[src/rtl/out_ctrl.sv]
// Binary-to-BCD display controller: serial double-dabble conversion of a 16-bit value plus a
// multiplexed 4-digit scan driver. Define OUT_ZERO_BLANK_EN to blank leading-zero digits.
module out_ctrl #(
  parameter int SCAN_DIV = 50000
) (
  input  logic        clock,
  input  logic        reset,
  input  logic [31:0] entrada,
  input  logic        escrever,
  output logic        ocupado,
  output logic        pronto,
  output logic [3:0]  setseg1,
  output logic [3:0]  setseg2,
  output logic [3:0]  setseg3,
  output logic [3:0]  setseg4,
  output logic        estouro,
  output logic [3:0]  anodo,
  output logic [3:0]  digito
);

  localparam int CW = (SCAN_DIV > 1) ? $clog2(SCAN_DIV) : 1;

  typedef enum logic {IDLE, CONV} state_t;

  state_t      state_q, state_d;
  logic [15:0] latch_q, latch_d;
  logic [19:0] scratch_q, scratch_d;
  logic [3:0]  idx_q, idx_d;
  logic        ocupado_q, ocupado_d;
  logic        pronto_q, pronto_d;
  logic [15:0] seg_q, seg_d;
  logic        estouro_q, estouro_d;
  logic [CW-1:0] cnt_q, cnt_d;
  logic [1:0]  dig_q, dig_d;
  logic [3:0]  anodo_q, anodo_d;
  logic [3:0]  digito_q, digito_d;

  logic [19:0] adjusted;
  logic [19:0] shifted;
  logic [1:0]  nextDig;
  logic [3:0]  leadZero;
  logic        unused_entrada_hi;

  assign unused_entrada_hi = ^entrada[31:16];

  always_ff @(posedge clock or posedge reset) begin
    if (reset) begin
      state_q   <= IDLE;
      latch_q   <= '0;
      scratch_q <= '0;
      idx_q     <= '0;
      ocupado_q <= 1'b0;
      pronto_q  <= 1'b0;
      seg_q     <= '0;
      estouro_q <= 1'b0;
      cnt_q     <= '0;
      dig_q     <= '0;
      anodo_q   <= 4'b1110;
      digito_q  <= '0;
    end else begin
      state_q   <= state_d;
      latch_q   <= latch_d;
      scratch_q <= scratch_d;
      idx_q     <= idx_d;
      ocupado_q <= ocupado_d;
      pronto_q  <= pronto_d;
      seg_q     <= seg_d;
      estouro_q <= estouro_d;
      cnt_q     <= cnt_d;
      dig_q     <= dig_d;
      anodo_q   <= anodo_d;
      digito_q  <= digito_d;
    end
  end

  // One double-dabble step per cycle; the result is committed from the step using bit 0.
  always_comb begin
    state_d   = state_q;
    latch_d   = latch_q;
    scratch_d = scratch_q;
    idx_d     = idx_q;
    ocupado_d = ocupado_q;
    pronto_d  = 1'b0;
    seg_d     = seg_q;
    estouro_d = estouro_q;
    adjusted  = scratch_q;
    for (int i = 0; i < 5; i++) begin
      if (scratch_q[4*i +: 4] >= 4'd5) adjusted[4*i +: 4] = scratch_q[4*i +: 4] + 4'd3;
    end
    shifted = {adjusted[18:0], latch_q[idx_q]};
    case (state_q)
      IDLE: begin
        if (escrever) begin
          latch_d   = entrada[15:0];
          scratch_d = '0;
          idx_d     = 4'd15;
          ocupado_d = 1'b1;
          state_d   = CONV;
        end
      end
      CONV: begin
        scratch_d = shifted;
        idx_d     = idx_q - 4'd1;
        if (idx_q == 4'd0) begin
          seg_d     = shifted[15:0];
          estouro_d = |shifted[19:16];
          pronto_d  = 1'b1;
          ocupado_d = 1'b0;
          state_d   = IDLE;
        end
      end
      default: state_d = IDLE;
    endcase
  end

  // Scan driver: anodo/digito are refreshed only when the divider wraps.
  always_comb begin
    cnt_d    = cnt_q + CW'(1);
    dig_d    = dig_q;
    anodo_d  = anodo_q;
    digito_d = digito_q;
    nextDig  = dig_q + 2'd1;
    leadZero = {seg_q[15:12] == 4'd0, seg_q[15:8] == 8'd0, seg_q[15:4] == 12'd0, 1'b0};
    if (cnt_q == CW'(SCAN_DIV - 1)) begin
      cnt_d    = '0;
      dig_d    = nextDig;
      anodo_d  = ~(4'b0001 << nextDig);
      digito_d = seg_q[4*nextDig +: 4];
`ifdef OUT_ZERO_BLANK_EN
      if (leadZero[nextDig]) anodo_d = 4'b1111;
`else
      if (leadZero[nextDig] && 1'b0) anodo_d = 4'b1111;
`endif
    end
  end

  assign ocupado = ocupado_q;
  assign pronto  = pronto_q;
  assign setseg1 = seg_q[3:0];
  assign setseg2 = seg_q[7:4];
  assign setseg3 = seg_q[11:8];
  assign setseg4 = seg_q[15:12];
  assign estouro = estouro_q;
  assign anodo   = anodo_q;
  assign digito  = digito_q;

endmodule

[config.mk]
export PLATFORM = sky130hd
export DESIGN_NAME = out_ctrl
export DESIGN_NICKNAME = d
export VERILOG_FILES = /design/src/rtl/out_ctrl.sv
export SDC_FILE = /design/constraint.sdc
export NUM_CORES = 1
export LEC_CHECK = 0
export BUFFER_PORTS_ARGS = -buffer_cell sky130_fd_sc_hd__clkbuf_2
export CAP_MARGIN = 5
export CORE_MARGIN = 2
export CORE_UTILIZATION = 61
export DETAILED_ROUTE_END_ITERATION = 10
export PLACE_DENSITY = 0.88
export SKIP_CTS_REPAIR_TIMING = 1
export SYNTH_ARGS = -nofsm -noshare
export SYNTH_HDL_FRONTEND = slang
export SYNTH_SLANG_ARGS = --single-unit
[constraint.sdc]
create_clock -name clock -period 5.65 [get_ports clock]
set_input_delay 0.2825 -clock clock [delete_from_list [all_inputs] [get_ports clock]]
set_output_delay 0.2825 -clock clock [all_outputs]
set_load 0.005 [all_outputs]
==> results.ini, run 1 <==
[finish]
nNetsFinal=468
area_growth_syn_to_layout_pct=11.7
drive_gt1_frac=0.249
diodes=0
seqCellArea_sq_um=2160
multi_input_area_sq_um=1950
n_fill_cell=458

[synth]
yosysWarnings=0
synth_seq_cells=86
synth_edf_count=0
synth_flop_cell=dfrtp_1
async_reset_ff_frac=1.00
synthCells=375
synth.avg_cell_area_sq_um=11.4
synth_area_sq_um=4270
syn-num-nets=426
synth_cell_types=45
ys_seq_area_frac=0.505

[floorplanning]
core_area_sq_um=6790
start_util=0.629
die_w_microns=87.7
die_area_sq_um=7690
io_pins=62
die_h_microns=87.7
rows=30

[setup_path]
crit_path_start_kind=flip-flop
arrival_ns=2.99
crit_path_end_kind=flip-flop
worstPathRequired_ns=5.90
criticalPathCategory=reg2reg
cp_max_fo=19

[route]
wirelength_microns=8030
antenna_left=0
via_per_inst=5.58
avgRoutedWirePerCell_microns=15.5
drt_iter0_drc=210
drtPass1Iterations=4
route.detailed.drc=0
via_count=2893

[pwr]
p_clk_frac=0.204
p_sw_mw=0.849
swShare=0.357
p_per_area_nw_per_um2=499
p_seq_frac=0.427
power_leakage_nw=2.26
pwr-share-comb=0.369
vdd_drop_max_v=0.000245
p_int_mw=1.53

[global_routing]
first_global_vias=2923
grt-ovfl-total=0
track_usage=0.235
grt_max_degree=87
grt_pass1_wl_microns=13900
antenna_found_initial=0

[timing]
fmax_ghz=0.366
setup_slack_ns=2.92
relSlewSlack=0.304
period_share=0.484
min_period_ns=2.73
setup_tns_ns=0
drv_slew=0
rsz0062_at_grt=false
final-setup-viol-count=0
worst_slew_pin_slew_ns=1.04
finalHoldViolations=0
clock_skew_ns=0.00879

[placement]
portBuffers=45
pre_cts_ws_ns=2.96
place_hpwl_microns=5610
place_congestion=0.902

[run_status]
status=completed

[clock_network]
clock-sinks=86
path_clk_slew_ns=0.09
root_buffer=clkbuf_8
htree_levels=3
clockBufferDepth=2
insertion_delay_ns=0.37
numCtsBuffers=9
cts_tree=done

[hold_path]
min_path_type=in2reg

[flow_run]
drv_cap=0

==> registers in the layout (all words and copies together) (netlist names) <==
register   count
scratch_q     20
latch_q       16
pronto         1
anodo          4
idx_q          4
estouro        1
digito         4
state_q        1
dig_q          2
seg_q         16
ocupado        1
cnt_q         16
==> synthesized netlist by cell type (all sizes together) (4+ instances only) <==
cell,count,area share
and2,6,0.0088
a31oi,6,0.0088
nor3,4,0.0047
nand3,8,0.0094
clkbuf,7,0.0062
xnor2,14,0.029
nand2b,17,0.025
o21ai,20,0.023
mux2i,21,0.049
nor2,15,0.013
dfrtp,83,0.49
mux2,27,0.071
a21oi,14,0.016
ha,16,0.047
a21o,7,0.012
mux4,6,0.032
inv,18,0.016
a32o,4,0.0094
buf,10,0.015
nand2,34,0.030
nor3b,7,0.012
==> power groups by stage <==
stage	logic, mW	clock network [mW]	registers [mW]
5_1_grt	0.994	0.521	1.05
2_1_floorplan	0.709	0	0.953
3_3_place_gp	0.829	0	1.01
6_report	0.879	0.485	1.02
3_5_place_dp	0.882	0	1.03
4_1_cts	0.889	0.491	1.02
==> critical path, cell delays in order, from the launching register on <==
cell	delay [ns]
dfrtp_1	0.61
inv_1	0.09
ha_1	0.23
nand4bb_1	0.54
clkinv_1	0.68
mux2_2	0.47
==> placed cells by master (no fill, tap or decap), types with 3 or more instances in the layout <==
cell type  netlist  layout
and2_1           6       6
mux2i_1         21      21
nor2_1          15      15
buf_4            3       3
a31oi_1          6       6
mux4_2           6       6
dfstp_2          3       3
o21ai_0         19      19
nor2b_1          3       3
nor3b_1          7       7
clkbuf_8         0       9
dfrtp_1         83      83
nand2_1         34      34
ha_1            16      16
inv_1           18      17
a21oi_1         14      14
a32o_1           4       4
nor3_1           4       4
xnor2_1         14      14
nand3_1          8       8
clkbuf_2         0      45
nand2b_1        17      17
a21o_1           7       7
mux2_2          27      27
nand4_1          3       3
==> final cells by class <==
class,count,area share
Clock buffer,10,0.0267
Clock inverter,6,0.0197
Inverter,19,0.0152
Multi-Input combinational cell,253,0.410
Sequential cell,86,0.452
Tap cell,96,0.0252
Timing Repair Buffer,48,0.0519
==> logic make-up after synthesis <==
family | Yosys count | synth area share
AOI/OAI and AO/OA | 58 | 0.0841
adders and majority gates | 16 | 0.0469
buffers and inverters | 36 | 0.0378
and+or+nand+nor | 109 | 0.142
DFF | 86 | 0.505
muxes | 54 | 0.152
xor gates and xnor gates | 16 | 0.0328
==> worst paths after layout <==
kind,start,endpoint,slack [ns],cells after the start
worst max-delay path,idx_q[0],seg_q[10],2.92,5
worst min-delay path,entrada[4],latch_q[4],0.14,2
worst max register to register,idx_q[0],seg_q[10],2.92,5
worst min register to register,cnt_q[15],cnt_q[15],0.48,1
max in group asynchronous,reset,scratch_q[13],4.77,3
min in group asynchronous,reset,seg_q[14],0.21,3
==> per-stage QoR <==
step | power, mW | util | cells | instance area (sq um) | hold WS (ns)
floorplan | 1.66 | - | 375 | 4270 | 0.434
global placement | 1.84 | 0.670 | 502 | 4550 | 0.455
detailed placement | 1.91 | 0.670 | 502 | 4550 | 0.473
CTS | 2.40 | 0.702 | 518 | 4770 | 0.139
global route | 2.56 | 0.702 | 518 | 4770 | 0.130
finish | 2.38 | 0.702 | 518 | 4770 | 0.143
==> routing by layer <==
metal / vias to the layer above / global-route usage / wire (microns)
met5: - / 0 / 0
met3: 10 / 0.0603 / 288
met4: 0 / 0.0797 / 150
li1: 1395 / - / -
met2: 58 / 0.388 / 4080
met1: 1430 / 0.304 / 3510
No activity file was read; power rests on OpenSTA's default activity.
==> inputs of run 2 (changes only) <==
--- a/config.mk
+++ b/config.mk
@@ -8,9 +8,9 @@
 export BUFFER_PORTS_ARGS = -buffer_cell sky130_fd_sc_hd__clkbuf_2
 export CAP_MARGIN = 5
 export CORE_MARGIN = 2
-export CORE_UTILIZATION = 61
+export CORE_UTILIZATION = 52
 export DETAILED_ROUTE_END_ITERATION = 10
-export PLACE_DENSITY = 0.88
+export PLACE_DENSITY = 0.81
 export SKIP_CTS_REPAIR_TIMING = 1
 export SYNTH_ARGS = -nofsm -noshare
 export SYNTH_HDL_FRONTEND = slang
==> constraint.sdc (replaced) <==
create_clock -name clock -period 2.5 [get_ports clock]
set_input_delay 0.125 -clock clock [delete_from_list [all_inputs] [get_ports clock]]
set_output_delay 0.125 -clock clock [all_outputs]
set_load 0.005 [all_outputs]
==> run 2 against run 1 <==
Utilization shrank 9.2 points. Flip-flop and latch count stayed put. Die area rose by 16%. Sequential power increased by 120%. Clock skew increased by 0.0020 ns. Non-clock buffer count up 21. Critical path depth is the same. Final cell count up 5.8%. Fmax up 32%. Register-to-register slack worse by 2.5 ns. Critical endpoint is now anodo[3].
==> results.ini, run 2 (synthesized netlist as in run 1, its figures left out) <==
[clock_network]
cts_tree=done  ; unchanged
root_buffer=clkbuf_8  ; unchanged
htree_levels=3  ; unchanged
insertion_delay_ns=0.36  ; was 0.37 ns
numCtsBuffers=9  ; unchanged
clockBufferDepth=2  ; unchanged
clock-sinks=86  ; unchanged
path_clk_slew_ns=0.09  ; about the same

[finish]
multi_input_area_sq_um=1950  ; unchanged
area_growth_syn_to_layout_pct=15.7  ; was 11.7%
fin_cells=548  ; was 518
diodes=0  ; unchanged
largest_reg_flops=20  ; unchanged
regMostFlops=scratch_q  ; unchanged
n_fill_cell=673  ; was 458
nNetsFinal=489  ; was 468
drive_gt1_frac=0.251  ; was 0.249
final_common_cell=dfrtp_1  ; unchanged
seqCellArea_sq_um=2160  ; unchanged
mostFrequentLayoutCells=dfrtp_1 (83), clkbuf_2 (45), nand2_1 (34)  ; unchanged

[timing]
finalHoldViolations=0  ; unchanged
rsz0062_at_grt=false  ; unchanged
setup_tns_ns=0  ; unchanged
period_share=0.826  ; was 0.484
relSlewSlack=0.581  ; was 0.304
min_period_ns=2.07  ; was 2.73 ns
timing.hold.ws_ns=0.0154  ; was 0.143 ns
fmax_ghz=0.484  ; was 0.366 GHz
drv_slew=0  ; unchanged
clock_skew_ns=0.0108  ; was 0.00879 ns
final-setup-viol-count=0  ; unchanged
worst_slew_pin_slew_ns=0.626  ; was 1.04 ns

[pwr]
vdd_drop_max_v=0.000571  ; was 0.000245 V
finalPower_mw=5.17  ; was 2.38 mW
p_per_area_nw_per_um2=1050  ; was 499 nW/um^2
power_leakage_nw=2.33  ; was 2.26 nW

[floorplanning]
io_pins=62  ; unchanged
core_area_sq_um=8090  ; was 6790 sq um
die_area_sq_um=8960  ; was 7690 sq um
rows=33  ; was 30
die_h_microns=94.6  ; was 87.7 microns
die_w_microns=94.6  ; was 87.7 microns
start_util=0.528  ; was 0.629

[global_routing]
track_usage=0.199  ; was 0.235
grt_pass1_wl_microns=13800  ; was 13900 microns
first_global_vias=2921  ; was 2923
grt-ovfl-total=0  ; unchanged
grt_max_degree=87  ; unchanged
antenna_found_initial=0  ; unchanged

[placement]
placed_cells=516  ; was 502
place_hpwl_microns=5770  ; was 5610 microns
place_congestion=0.800  ; was 0.902
portBuffers=45  ; unchanged

[hold_path]
min_path_type=in2reg  ; unchanged
whs_path_depth=2  ; unchanged

[route]
route.detailed.drc=0  ; unchanged
via_per_inst=5.38  ; was 5.58
avgRoutedWirePerCell_microns=15.0  ; was 15.5 microns
drt_iter0_drc=104  ; was 210
antenna_left=0  ; unchanged
wirelength_microns=8210  ; was 8030 microns
drtPass1Iterations=4  ; unchanged
via_count=2948  ; was 2893

[setup_path]
arrival_ns=2.34  ; was 2.99 ns
cp_max_fo=22  ; was 19
crit_path_cell_trace=ha_1 > nand3_1 > nand4b_2 > buf_4 > o21ai_0  ; was inv_1 > ha_1 > nand4bb_1 > clkinv_1 > mux2_2
slowest_delay_ns=0.63  ; was 0.68 ns
criticalPathCategory=reg2reg  ; unchanged
crit_path_end_kind=flip-flop  ; unchanged
crit_path_start_kind=flip-flop  ; unchanged
reg2reg_depth=5  ; unchanged
slowest_stage=nand4b_2  ; was clkinv_1
worstPathRequired_ns=2.78  ; was 5.90 ns

[run_status]
status=completed  ; unchanged

[flow_run]
drv_cap=0  ; unchanged

-- run 2: layer usage --
metal | GRT usage | vias up | wire, microns
met1 | 0.260 | 1450 | 3650
met2 | 0.334 | 46 | 4220
met5 | 0 | - | 0
met3 | 0.0439 | 11 | 242
li1 | - | 1441 | -
met4 | 0.0616 | 0 | 107
-- run 2: worst paths after layout --
check                       startpoint     endpoint  slack [ns]
min in group asynchronous        reset     seg_q[7]        0.36
max in group asynchronous        reset     anodo[3]        1.75
setup reg to reg              cnt_q[0]     anodo[3]        0.43
hold / removal             entrada[12]  latch_q[12]        0.02
setup / recovery              cnt_q[0]     anodo[3]        0.43
hold reg to reg              cnt_q[15]    cnt_q[15]        0.48
-- run 2: critical path, delay by kind of cell, from the launching register on --
| kind | cells | cell delay, ns |
|---|---|---|
| AND/OR/NAND/NOR | 2 | 0.77 |
| flip-flops | 1 | 0.41 |
| buffers and inverters | 1 | 0.36 |
| adder cells (fa/ha/maj) | 1 | 0.26 |
| AO/OA/AOI/OAI | 1 | 0.18 |
-- run 2: stage by stage --
step / setup WS (ns) / util / cell area, sq um
2_1_floorplan: 0.158 / - / 4270
3_3_place_gp: 0.539 / 0.570 / 4610
3_5_place_dp: 0.453 / 0.570 / 4610
4_1_cts: 0.432 / 0.591 / 4780
5_1_grt: 0.221 / 0.611 / 4940
6_report: 0.434 / 0.611 / 4940
-- run 2: cell type report --
cell class | instances | area share
Clock buffer | 9 | 0.0251
Clock inverter | 7 | 0.00962
Inverter | 19 | 0.0147
Multi-Input combinational cell | 253 | 0.395
Sequential cell | 86 | 0.436
Tap cell | 105 | 0.0266
Timing Repair Buffer | 69 | 0.0926
-- run 2: power by group --
group	internal, mW	total [mW]	switching (mW)
Sequential	1.86	2.28	0.415
Combinational	1.07	2.01	0.949
Clock	0.362	0.880	0.518
